### config.mk
export PLATFORM = sky130hd
export DESIGN_NAME = bit_single_unit
export DESIGN_NICKNAME = d
export VERILOG_FILES = /design/src/rtl/bit_single_unit.sv
export SDC_FILE = /design/constraint.sdc
export NUM_CORES = 1
export LEC_CHECK = 0
export ABC_AREA = 1
export CAP_MARGIN = 20
export CELL_PAD_IN_SITES_DETAIL_PLACEMENT = 1
export CELL_PAD_IN_SITES_GLOBAL_PLACEMENT = 1
export CORE_UTILIZATION = 45
export CTS_BUF_LIST = sky130_fd_sc_hd__clkbuf_16
export CTS_CLUSTER_DIAMETER = 150
export DETAILED_ROUTE_END_ITERATION = 7
export DONT_BUFFER_PORTS = 1
export GPL_TIMING_DRIVEN = 0
export PLACE_DENSITY = 0.87
export SLEW_MARGIN = 5
export SYNTH_ARGS = -nofsm -noshare
export SYNTH_HDL_FRONTEND = slang
export SYNTH_SLANG_ARGS = --single-unit
### constraint.sdc
create_clock -name clk -period 1.6 [get_ports clk]
set_input_delay 0.32 -clock clk [delete_from_list [all_inputs] [get_ports clk]]
set_output_delay 0.32 -clock clk [all_outputs]
set_load 0.01 [all_outputs]
### src/rtl/bit_single_unit.sv
// bit_single_unit
//   Two-stage pipelined Zbs unit (bset / bclr / binv / bext). Stage 1 turns the
//   rs2 index into a one-hot mask. Stage 2 applies the mask to rs1 and drives the
//   out_* ports straight from registers. Both stages use a valid/ready handshake
//   with full backpressure, and a flush that kills everything still in flight.
//
//   Build option: define BIT_SINGLE_BEXT_EN to implement bext. When it is left
//   undefined, op 11 returns y = 0 with out_illegal = 1.
//
//   Ports
//     clk, rst_n          clock, async active-low reset
//     in_valid/in_ready   request handshake
//     in_op               00 bset, 01 bclr, 10 binv, 11 bext
//     in_a, in_b          rs1, rs2 (only in_b[IDX_W-1:0] used)
//     in_tag              opaque tag, echoed on out_tag
//     flush               synchronous kill of in-flight ops
//     out_valid/out_ready result handshake
//     out_y, out_tag      result and its tag
//     out_illegal         op not supported in this build
module bit_single_unit #(
  parameter int WIDTH = 64,
  parameter int TAG_W = 5
) (
  input  logic             clk,
  input  logic             rst_n,
  input  logic             in_valid,
  output logic             in_ready,
  input  logic [1:0]       in_op,
  input  logic [WIDTH-1:0] in_a,
  input  logic [WIDTH-1:0] in_b,
  input  logic [TAG_W-1:0] in_tag,
  input  logic             flush,
  output logic             out_valid,
  input  logic             out_ready,
  output logic [WIDTH-1:0] out_y,
  output logic [TAG_W-1:0] out_tag,
  output logic             out_illegal
);

  localparam int IDX_W = $clog2(WIDTH);

  localparam logic [1:0] OP_BSET = 2'b00;
  localparam logic [1:0] OP_BCLR = 2'b01;
  localparam logic [1:0] OP_BINV = 2'b10;
  localparam logic [1:0] OP_BEXT = 2'b11;

  localparam logic [WIDTH-1:0] ONE = {{(WIDTH-1){1'b0}}, 1'b1};

  // vld_pipe[1] = S1 occupied, vld_pipe[2] = S2 occupied
  logic [2:1]       vld_pipe;
  logic             s1_adv, s2_adv;

  logic [WIDTH-1:0] s1_a, s1_mask;
  logic [1:0]       s1_op;
  logic [TAG_W-1:0] s1_tag;

  logic [WIDTH-1:0] s1_y, bext_y;
  logic             s1_ill;

  logic [WIDTH-1:0] s2_y;
  logic [TAG_W-1:0] s2_tag;
  logic             s2_ill;

  // The index bits above IDX_W-1 are ignored by definition.
  logic unused_b_hi;
  assign unused_b_hi = ^in_b[WIDTH-1:IDX_W];

  assign s2_adv   = !vld_pipe[2] | out_ready;
  assign s1_adv   = !vld_pipe[1] | s2_adv;
  assign in_ready = s1_adv & !flush;

  // ---------------- Stage 1: capture operands, expand index ----------------
  always_ff @(posedge clk or negedge rst_n) begin
    if (!rst_n) begin
      vld_pipe[1] <= 1'b0;
      s1_a        <= '0;
      s1_mask     <= '0;
      s1_op       <= '0;
      s1_tag      <= '0;
    end else if (flush) begin
      vld_pipe[1] <= 1'b0;
    end else if (s1_adv) begin
      vld_pipe[1] <= in_valid;
      if (in_valid) begin
        s1_a    <= in_a;
        s1_mask <= ONE << in_b[IDX_W-1:0];
        s1_op   <= in_op;
        s1_tag  <= in_tag;
      end
    end
  end

  // ---------------- Mask application, one slice per bit --------------------
`ifdef BIT_SINGLE_BEXT_EN
  assign bext_y = {{(WIDTH-1){1'b0}}, |(s1_a & s1_mask)};
  assign s1_ill = 1'b0;
`else
  assign bext_y = '0;
  assign s1_ill = (s1_op == OP_BEXT);
`endif

  for (genvar gi = 0; gi < WIDTH; gi++) begin : g_bit
    always_comb begin
      s1_y[gi] = bext_y[gi];
      case (s1_op)
        OP_BSET: s1_y[gi] = s1_a[gi] |  s1_mask[gi];
        OP_BCLR: s1_y[gi] = s1_a[gi] & ~s1_mask[gi];
        OP_BINV: s1_y[gi] = s1_a[gi] ^  s1_mask[gi];
        default: s1_y[gi] = bext_y[gi];
      endcase
    end
  end

  // ---------------- Stage 2: result register, drives outputs ---------------
  // The payload only loads when a new op moves in. It therefore stays stable
  // while the consumer stalls.
  always_ff @(posedge clk or negedge rst_n) begin
    if (!rst_n) begin
      vld_pipe[2] <= 1'b0;
      s2_y        <= '0;
      s2_tag      <= '0;
      s2_ill      <= 1'b0;
    end else if (flush) begin
      vld_pipe[2] <= 1'b0;
    end else if (s2_adv) begin
      vld_pipe[2] <= vld_pipe[1];
      if (vld_pipe[1]) begin
        s2_y   <= s1_y;
        s2_tag <= s1_tag;
        s2_ill <= s1_ill;
      end
    end
  end

  assign out_valid   = vld_pipe[2];
  assign out_y       = s2_y;
  assign out_tag     = s2_tag;
  assign out_illegal = s2_ill;

endmodule
==> run_summary.xml <==
<?xml version="1.0" encoding="UTF-8"?>
<metrics>
  <group name="outcome">
    <metric name="outcome" unit="">finished, violations left</metric>
    <metric name="violated_checks" unit="">negative hold slack, negative setup slack</metric>
  </group>
  <group name="synthesis">
    <metric name="netlist_area" unit="um2">11890</metric>
    <metric name="postSynthRegisterBits" unit="">207</metric>
    <metric name="synth.lib_cells_used.distinct" unit="">22</metric>
    <metric name="cells_after_synthesis" unit="">1426</metric>
    <metric name="seq_area_frac_synth" unit="">0.4358</metric>
    <metric name="synth-warning-count" unit="">0</metric>
    <metric name="mappedNetlistNets" unit="">1694</metric>
    <metric name="post_synth.cell_area_avg" unit="um2">8.335</metric>
  </group>
  <group name="critical_path">
    <metric name="timing.critical_path.from_type" unit="">register</metric>
    <metric name="critPathMaxFanout" unit="">10</metric>
    <metric name="setup.worst_path.end_class" unit="">register</metric>
    <metric name="worst-endpoint-arrival" unit="ns">2.07</metric>
    <metric name="worst-endpoint-required" unit="ns">2.06</metric>
    <metric name="criticalPathCategory" unit="">register to register</metric>
    <metric name="reg2reg_depth" unit="">7</metric>
  </group>
  <group name="timing">
    <metric name="tns" unit="ns">-0.01072</metric>
    <metric name="fin_crit_share" unit="">1.007</metric>
    <metric name="rsz_0062_raised_after_global_routing" unit="">true</metric>
    <metric name="final_critical_path_setup_slack" unit="ns">-0.01072</metric>
    <metric name="max_clock_freq" unit="MHz">620.8</metric>
    <metric name="number_of_max_slew_violations_in_the_final_report" unit="">0</metric>
    <metric name="finalClockSkew" unit="ns">0.01283</metric>
    <metric name="final.min_clock_period" unit="ns">1.611</metric>
    <metric name="hold_ws" unit="ns">-0.5070</metric>
    <metric name="setup_viol" unit="">1</metric>
    <metric name="worst_slew_margin_rel" unit="">0.5290</metric>
    <metric name="final-hold-violation-count" unit="">207</metric>
    <metric name="worstMarginPinSlew" unit="ns">0.7065</metric>
  </group>
  <group name="clocking">
    <metric name="htreeDepth" unit="">1</metric>
    <metric name="clock_latency_on_the_worst_skew_pair" unit="ns">0.53</metric>
    <metric name="postCtsHoldBufs" unit="">72</metric>
    <metric name="clkTransAtPathRegs" unit="ns">0.06</metric>
    <metric name="cts_made_buffers" unit="">25</metric>
    <metric name="clkSinkCount" unit="">207</metric>
    <metric name="cts-root-to-sink-buffers" unit="">3</metric>
    <metric name="clock-root-buffer" unit="">sky130_fd_sc_hd__clkbuf_16</metric>
    <metric name="tritoncts" unit="">yes</metric>
  </group>
  <group name="die">
    <metric name="count_of_pins_on_the_block_boundary" unit="">212</metric>
    <metric name="core" unit="um2">25980</metric>
    <metric name="initial_utilization" unit="">0.4574</metric>
    <metric name="floorplan.die_area" unit="um2">27070</metric>
    <metric name="floorplan.die.height" unit="um">164.5</metric>
    <metric name="die_width" unit="um">164.5</metric>
    <metric name="rows" unit="">59</metric>
  </group>
  <group name="drt">
    <metric name="drt_iter0_drc" unit="">533</metric>
    <metric name="drt_pass1_iterations" unit="">7</metric>
    <metric name="routed_wl" unit="mm">39.27</metric>
    <metric name="route.detailed.wl_per_inst" unit="um">20.81</metric>
    <metric name="postRouteAntennaNets" unit="">0</metric>
    <metric name="detail_route.drc_violations" unit="">0</metric>
    <metric name="total_via_count_in_the_routed_design" unit="">10240</metric>
    <metric name="routed_via_density" unit="">5.424</metric>
  </group>
  <group name="pwr">
    <metric name="p_int" unit="mW">10.27</metric>
    <metric name="cellLeakagePower" unit="nW">6.963</metric>
    <metric name="p_per_area" unit="nW/um2">1096</metric>
    <metric name="combinationalPowerShare" unit="">0.205</metric>
    <metric name="total_switching_power" unit="mW">4.992</metric>
    <metric name="seq_power_share" unit="">0.439</metric>
    <metric name="power_switching_share" unit="">0.3272</metric>
    <metric name="vdd_ir_drop_max" unit="mV">0.7606</metric>
    <metric name="clock_power_share" unit="">0.355</metric>
  </group>
  <group name="placement">
    <metric name="gp_congestion" unit="">0.9371</metric>
    <metric name="place.detailed.hpwl" unit="mm">26.82</metric>
    <metric name="io_buffer_count" unit="">0</metric>
    <metric name="dpl_worst_slack" unit="ns">-0.1821</metric>
  </group>
  <group name="global_route">
    <metric name="globalRouteTotalUtil" unit="">0.2930</metric>
    <metric name="grt_overflow_total" unit="">0</metric>
    <metric name="antenna_found_initial" unit="">3</metric>
    <metric name="grt_pass1_vias" unit="">11240</metric>
    <metric name="grt_max_degree" unit="">208</metric>
    <metric name="first_pass_grt_wire_length" unit="mm">60.80</metric>
  </group>
  <group name="cells_and_area">
    <metric name="fin_nets" unit="">1801</metric>
    <metric name="drive_above_1_share" unit="">0.1246</metric>
    <metric name="flow.area_growth_from_synthesis" unit="%">17.13</metric>
  </group>
  <group name="job">
    <metric name="maxCapViolCount" unit="">0</metric>
  </group>
  <group name="min_path">
    <metric name="holdCritPathClass" unit="">input pin to async pin</metric>
  </group>
</metrics>
## layout by cell type (no fill, tap or decap), types with 2 or more instances in the layout
master                          instances
sky130_fd_sc_hd__buf_6                 22
sky130_fd_sc_hd__ha_1                 128
sky130_fd_sc_hd__inv_1                211
sky130_fd_sc_hd__bufinv_16              2
sky130_fd_sc_hd__buf_2                 28
sky130_fd_sc_hd__nand3_1              201
sky130_fd_sc_hd__o21ai_1               32
sky130_fd_sc_hd__clkbuf_16             25
sky130_fd_sc_hd__diode_2                3
sky130_fd_sc_hd__dfrtp_1              206
sky130_fd_sc_hd__inv_2                  2
sky130_fd_sc_hd__clkbuf_2               5
sky130_fd_sc_hd__a21oi_2               67
sky130_fd_sc_hd__buf_1                  4
sky130_fd_sc_hd__o21ai_0               27
sky130_fd_sc_hd__clkbuf_1               5
sky130_fd_sc_hd__nor2_2                 2
sky130_fd_sc_hd__dlygate4sd3_1         72
sky130_fd_sc_hd__clkinv_1               9
sky130_fd_sc_hd__nor2_1                73
sky130_fd_sc_hd__nor2_4                 2
sky130_fd_sc_hd__clkbuf_4              14
sky130_fd_sc_hd__nand2_1              361
sky130_fd_sc_hd__nand3_2                2
sky130_fd_sc_hd__buf_4                 15
sky130_fd_sc_hd__nand4_1               26
## logic make-up (layout without fill, tap and decap cells)
group | Yosys count | in the layout | share of synthesized area
AND/OR/NAND/NOR | 670 | 670 | 0.2423
buffers and inverters | 294 | 417 | 0.1125
flip-flops | 207 | 207 | 0.4358
adder cells (fa/ha/maj) | 128 | 128 | 0.1347
AO/OA/AOI/OAI | 127 | 127 | 0.07463
other | 0 | 3 | 0
## timing repair
item,in CTS,in global routing
resized for setup,12,20
buffers inserted,3,5
endpoints found under the hold margin,279,207
pin swaps,1,3
setup endpoints to repair,88,59
## synthesized netlist by cell type (all sizes together)
cell type | count | share of area
nand2 | 363 | 0.12
ha | 128 | 0.13
a21oi | 68 | 0.050
o21ai | 59 | 0.025
nand3 | 204 | 0.088
clkbuf | 8 | 0.0025
inv | 208 | 0.066
dfrtp | 207 | 0.44
buf | 78 | 0.044
nand4 | 26 | 0.014
nor2 | 77 | 0.026
## layout make-up
cell class	count	area, um2
inverters	208	785.8
plain buffers	86	611.8
clock buffers	25	625.6
clock inverters	18	121.4
multi-input cells	925	5376
well taps	335	419.2
flip-flops and latches	207	5181
diodes	3	7.507
fillers	3123	12060
repair buffers	80	793.3
## per-layer routing
metal,vias up,share of wire,global-route usage
met5,-,0,0
met4,0,0.025,0.1018
met3,78,0.053,0.05048
met2,283,0.51,0.5264
met1,5165,0.41,0.3507
li1,4709,-,-
## sequential cells by signal, indices dropped and copies added (netlist names)
signal       cells
s1_mask         64
s1_tag           5
out_valid        1
vld_pipe         1
out_illegal      1
out_tag          5
out_y           64
s1_op            2
s1_a            64
## worst max-delay path, stage by stage, from the launching register on
cell and delay [ns]:
sky130_fd_sc_hd__dfrtp_1 0.44, sky130_fd_sc_hd__inv_1 0.12, sky130_fd_sc_hd__clkbuf_4 0.27, sky130_fd_sc_hd__clkbuf_4 0.26, sky130_fd_sc_hd__nand3_1 0.09, sky130_fd_sc_hd__nand3_1 0.14, sky130_fd_sc_hd__nand2_1 0.11, sky130_fd_sc_hd__nand2_1 0.10
## stage by stage
stage	total power, mW	area [um2]	instances	utilization
after detailed placement	9.606	12310	1761	0.4736
final	15.26	13920	1887	0.5358
after global placement	9.324	12310	1761	0.4736
after floorplan	8.667	11890	1426	-
after global routing	15.95	13920	1886	0.5357
after CTS	15.21	13820	1879	0.5319
## path summary, 6_finish.rpt
| kind | startpoint | endpoint | slack [ns] |
|---|---|---|---|
| min in group clk | in_a[9] | s1_a[9] | 0.02 |
| hold reg to reg | s1_tag[2] | out_tag[2] | 0.49 |
| hold / removal | rst_n | out_y[17] | -0.51 |
| setup reg to reg | s1_op[1] | out_y[63] | -0.01 |
| setup / recovery | s1_op[1] | out_y[63] | -0.01 |
| max in group asynchronous | rst_n | s1_mask[15] | 1.51 |
## power groups by stage
| stage | sequential [mW] | clock [mW] | combinational, mW |
|---|---|---|---|
| 6_report | 6.71 | 5.42 | 3.13 |
| 3_3_place_gp | 6.72 | 0 | 2.60 |
| 3_5_place_dp | 6.77 | 0 | 2.84 |
| 5_1_grt | 6.80 | 5.65 | 3.50 |
| 4_1_cts | 6.70 | 5.47 | 3.04 |
| 2_1_floorplan | 6.61 | 0 | 2.06 |
No activity file was read; power rests on OpenSTA's default activity.
